[src/rtl/lux_lcd_writer.sv]
// lux_lcd_writer: converts each lux sample to ASCII digits and streams an LCD cursor command plus five characters.
module lux_lcd_writer #(
   parameter int P_ROW       = 0,
   parameter int P_COL       = 11,
   parameter int P_CONV_WAIT = 2,
   parameter int P_BLANK     = 1
)(
   input  logic        i_clk,
   input  logic        i_rst_n,
   input  logic        i_sample_valid,
   input  logic [15:0] i_sample,
   output logic        o_conv_start,
   output logic [15:0] o_conv_data,
   input  logic [7:0]  i_byte0,
   input  logic [7:0]  i_byte1,
   input  logic [7:0]  i_byte2,
   input  logic [7:0]  i_byte3,
   input  logic [7:0]  i_byte4,
   output logic        o_lcd_valid,
   output logic        o_lcd_rs,
   output logic [7:0]  o_lcd_data,
   input  logic        i_lcd_ready,
   output logic        o_busy,
   output logic        o_dropped
);
   typedef enum logic [2:0] {S_IDLE, S_CONV, S_CAPTURE, S_ADDR, S_DIGIT} state_t;
   localparam int         L_CW   = $clog2(P_CONV_WAIT + 1);
   localparam logic [7:0] L_ADDR = 8'h80 | ((P_ROW != 0) ? 8'h40 : 8'h00) | 8'(P_COL);
   state_t          r_state;
   logic [L_CW-1:0] r_cnt;
   logic [2:0]      r_idx;
   logic [7:0]      r_buf [5];
   logic            r_pend_vld;
   logic [15:0]     r_pend;
   logic            w_busy, w_bl4, w_bl3, w_bl2, w_bl1;
   assign w_busy = r_state != S_IDLE;
   assign o_busy = w_busy;
   assign w_bl4  = (P_BLANK != 0) && (i_byte4 == 8'h30);
   assign w_bl3  = w_bl4 && (i_byte3 == 8'h30);
   assign w_bl2  = w_bl3 && (i_byte2 == 8'h30);
   assign w_bl1  = w_bl2 && (i_byte1 == 8'h30);
   always_ff @(posedge i_clk or negedge i_rst_n) begin
      if (!i_rst_n) begin
         r_state      <= S_IDLE;
         r_cnt        <= '0;
         r_idx        <= '0;
         r_pend_vld   <= 1'b0;
         r_pend       <= '0;
         o_conv_start <= 1'b0;
         o_conv_data  <= '0;
         o_lcd_valid  <= 1'b0;
         o_lcd_rs     <= 1'b0;
         o_lcd_data   <= '0;
         o_dropped    <= 1'b0;
         for (int k = 0; k < 5; k++) r_buf[k] <= 8'h20;
      end else begin
         o_conv_start <= 1'b0;
         o_dropped    <= 1'b0;
         if (i_sample_valid && (w_busy || r_pend_vld)) begin
            r_pend     <= i_sample;
            r_pend_vld <= 1'b1;
            o_dropped  <= w_busy && r_pend_vld;
         end
         case (r_state)
            S_IDLE: if (r_pend_vld || i_sample_valid) begin
               o_conv_data  <= r_pend_vld ? r_pend : i_sample;
               r_pend_vld   <= r_pend_vld && i_sample_valid;
               o_conv_start <= 1'b1;
               r_cnt        <= L_CW'(P_CONV_WAIT - 1);
               r_state      <= S_CONV;
            end
            S_CONV: if (r_cnt == '0) r_state <= S_CAPTURE;
                    else r_cnt <= r_cnt - 1'b1;
            S_CAPTURE: begin
               r_buf[4]    <= w_bl4 ? 8'h20 : i_byte4;
               r_buf[3]    <= w_bl3 ? 8'h20 : i_byte3;
               r_buf[2]    <= w_bl2 ? 8'h20 : i_byte2;
               r_buf[1]    <= w_bl1 ? 8'h20 : i_byte1;
               r_buf[0]    <= i_byte0;
               o_lcd_valid <= 1'b1;
               o_lcd_rs    <= 1'b0;
               o_lcd_data  <= L_ADDR;
               r_state     <= S_ADDR;
            end
            S_ADDR: if (i_lcd_ready) begin
               o_lcd_rs   <= 1'b1;
               o_lcd_data <= r_buf[4];
               r_idx      <= 3'd4;
               r_state    <= S_DIGIT;
            end
            S_DIGIT: if (i_lcd_ready) begin
               if (r_idx == 3'd0) begin
                  o_lcd_valid <= 1'b0;
                  o_lcd_rs    <= 1'b0;
                  o_lcd_data  <= '0;
                  r_state     <= S_IDLE;
               end else begin
                  o_lcd_data <= r_buf[r_idx - 3'd1];
                  r_idx      <= r_idx - 3'd1;
               end
            end
            default: r_state <= S_IDLE;
         endcase
      end
   end
endmodule

[config.mk]
export PLATFORM = sky130hd
export DESIGN_NAME = lux_lcd_writer
export DESIGN_NICKNAME = d
export VERILOG_FILES = /design/src/rtl/lux_lcd_writer.sv
export SDC_FILE = /design/constraint.sdc
export NUM_CORES = 1
export LEC_CHECK = 0
export BUFFER_PORTS_ARGS = -buffer_cell sky130_fd_sc_hd__buf_2
export CAP_MARGIN = 20
export CORE_ASPECT_RATIO = 0.7
export CORE_MARGIN = 3
export CORE_UTILIZATION = 49
export DETAILED_ROUTE_END_ITERATION = 7
export MAX_ROUTING_LAYER = met4
export PLACE_DENSITY = 0.84
export SYNTH_ARGS = -nofsm -noshare
export SYNTH_HDL_FRONTEND = slang
export SYNTH_SLANG_ARGS = --single-unit
export TNS_END_PERCENT = 30
[constraint.sdc]
create_clock -name i_clk -period 2.2 [get_ports i_clk]
set_clock_uncertainty 0.05 [all_clocks]
set_input_delay 0.44 -clock i_clk [delete_from_list [all_inputs] [get_ports i_clk]]
set_output_delay 0.44 -clock i_clk [all_outputs]
set_load 0.02 [all_outputs]
==> flow_summary.ini <==
[outcome]
outcome = finished, final reports clean

[cells_and_area]
diodes = 0
fillers = 681
final_layout_size_suffix_gt1_frac = 0.300
nets = 564
syn2layout_area_growth_pct = 20.8
layout_commonest_cell = nand2_1
final_cell_mix = nand2_1, dfrtp_1, buf_2

[floorplan]
coreArea_um2 = 8180
start_util = 0.523
num_rows = 27
die_w_um = 118
fp.dieH_um = 84.2
die_area_um2 = 9910
num_io_pins = 89

[synth]
synthDistinctLibCells = 47
yosys.area_share.simple = 0.185
ys.flop_type = dfrtp_1
avgSynthCellArea_um2 = 10.3
synth_fa_ha_area_frac = 0.0111
synthesis.area_um2 = 4280
syn_nets = 479
synth_cells = 416
synth-warning-count = 0
synth_top_family_by_area = simple AND/OR/NAND/NOR gates
synthXorXnorAreaFrac = 0
synth-edff-count = 0
synth-seq-area-share = 0.545
ys_ff_latch = 93
synthArstFlopShare = 1.00
synth-compound-area-share = 0.0880
synth_mux_area_frac = 0.132

[global_route]
grt_usage = 0.212
grt_overflow = 0
grt_antenna_before_repair = 0
grt_max_degree = 46
grt_pass1_vias = 3339
grt_pass1_wl_um = 16600

[drt]
vias = 3368
drtIter0Drc = 232
totalWireLength_um = 9890
avgRoutedWirePerCell_um = 15.9
firstDrtPassIters = 5
drc_errors = 0
vias_per_cell = 5.41
ant_nets = 0

[sta]
finalSetupViolCount = 0
maxSlewViolCount = 0
hold_viol = 0
layout_min_cycle_time_ps = 2050
holdWs_ps = 31.4
layout_setup_ws_ps = 153
relSlewSlack = 0.638
max_freq_mhz = 488
post-route-period-util = 0.931
worst_pin_slew_ps = 543

[clock_tree]
numCtsBuffers = 9
cts_tree = built
clock_latency_ps = 330
h-tree-depth = 3
cts-root-buf = clkbuf_16
hold_buffers = 0
clock_path_buffers = 2
clk_pin_slew_ps = 70
clock-sinks = 93

[worst_setup_path]
critPathCaptureType = primary output
crit_required_ps = 1710
crit_start = r_state[2]
critical_path.slowest_cell = or3_1
worst_setup_path_start_kind = flip-flop
worstSetupPathType = flip-flop to primary output
worstPathCellList = or3_1 > buf_2
path_max_fanout = 7
reg2reg_from = r_idx[0]
critPathArrivalTime_ps = 1560
slowest_delay_ps = 540

[placement]
hpwlAfterDp_um = 7090
place.gp.congestion = 0.864
port_buffers = 88
post-place-ws_ps = 164

[power_and_ir_drop]
power.density_nw_per_um2 = 1460
vdd_drop_max_mv = 0.592
p_leak_nw = 2.48

[flow_run]
maxCapViolCount = 0

[hold_path]
hp-class = primary input to asynchronous set/reset pin
[synthesized netlist by cell type (all sizes together) (2+ instances only)]
cell | number | area share
and3b | 2 | 0.0041
a31oi | 8 | 0.012
dfstp | 5 | 0.031
inv | 7 | 0.0061
nand2b | 3 | 0.0044
or3b | 2 | 0.0041
mux4 | 8 | 0.042
buf | 14 | 0.023
o21a | 2 | 0.0035
a21oi | 27 | 0.034
nor4bb | 2 | 0.0047
clkbuf | 11 | 0.0097
dfrtp | 88 | 0.51
mux2i | 18 | 0.042
mux2 | 18 | 0.047
or3 | 3 | 0.0044
nor2 | 23 | 0.021
nor3 | 8 | 0.011
nand2 | 129 | 0.11
nand3 | 2 | 0.0023
ha | 3 | 0.0088
o21ai | 14 | 0.019
nor4 | 2 | 0.0029
nor4b | 3 | 0.0061
[cell type report]
class                      instances  area (um2)  area share
clock buffer                      11         243      0.0470
clock inverter                     5        83.8      0.0162
inverter                           7        26.3     0.00509
multi-input combinational        291        1800       0.348
sequential                        93        2330       0.452
tap                              116         145      0.0281
timing repair buffer              99         538       0.104
[path summary, 6_finish.rpt]
path	to	slack (ps)	depth (start not counted)
min	r_buf[10]	30	1
max reg2reg	o_lcd_data[6]	150	6
min reg2reg	r_buf[21]	410	2
min in group i_clk	r_buf[37]	240	3
max in group asynchronous	r_buf[29]	1410	2
max	o_busy	150	2
[power by group]
part	internal (mW)	leakage, nW	total [mW]	switching, mW
sequential	2.49	1.09	2.96	0.474
clock	1.03	0.152	1.67	0.642
combinational	1.20	1.24	2.91	1.71
[stage by stage]
stage / TNS [ps] / cell area (um2) / total power [mW] / instances / util
global placement: 0 / 4830 / 5.69 / 606 / 0.590
CTS: 0 / 5150 / 7.55 / 622 / 0.630
global route: -2.95 / 5170 / 8.06 / 622 / 0.632
detailed placement: 0 / 4830 / 5.85 / 606 / 0.590
floorplan: 0 / 4280 / 4.97 / 416 / -
finish: 0 / 5170 / 7.55 / 622 / 0.632
[layer usage]
| metal | track usage | share of wire | vias to the layer above |
|---|---|---|---|
| met5 | - | 0 | - |
| met4 | 0.0553 | 0.014 | 0 |
| met3 | 0.0505 | 0.049 | 18 |
| met2 | 0.328 | 0.49 | 108 |
| met1 | 0.286 | 0.45 | 1658 |
| li1 | - | - | 1584 |
[registers in the layout, summed over array words and instances, names as in the netlist]
| name | cells |
|---|---|
| o_conv_data | 16 |
| r_buf | 40 |
| o_lcd_data | 8 |
| r_pend_vld | 1 |
| o_lcd_valid | 1 |
| r_pend | 16 |
| r_state | 3 |
| r_idx | 3 |
| r_cnt | 2 |
| o_dropped | 1 |
| o_conv_start | 1 |
| o_lcd_rs | 1 |
[worst max-delay path, delay by kind of cell (launching register included)]
kind / cells / cell delay [ps]
simple gates: 1 / 540
flops: 1 / 460
buf+inv: 1 / 230
[cell families after synthesis]
family	Yosys count
adders and majority gates	4
AOI/OAI and AO/OA	60
DFF	93
muxes	44
and+or+nand+nor	183
buffers and inverters	32
[timing repair]
item | CTS | global route
resized for setup | 0 | 2
setup buffers | 0 | 0
endpoints found under the setup margin | 0 | 3
No activity file was read; power rests on OpenSTA's default activity.
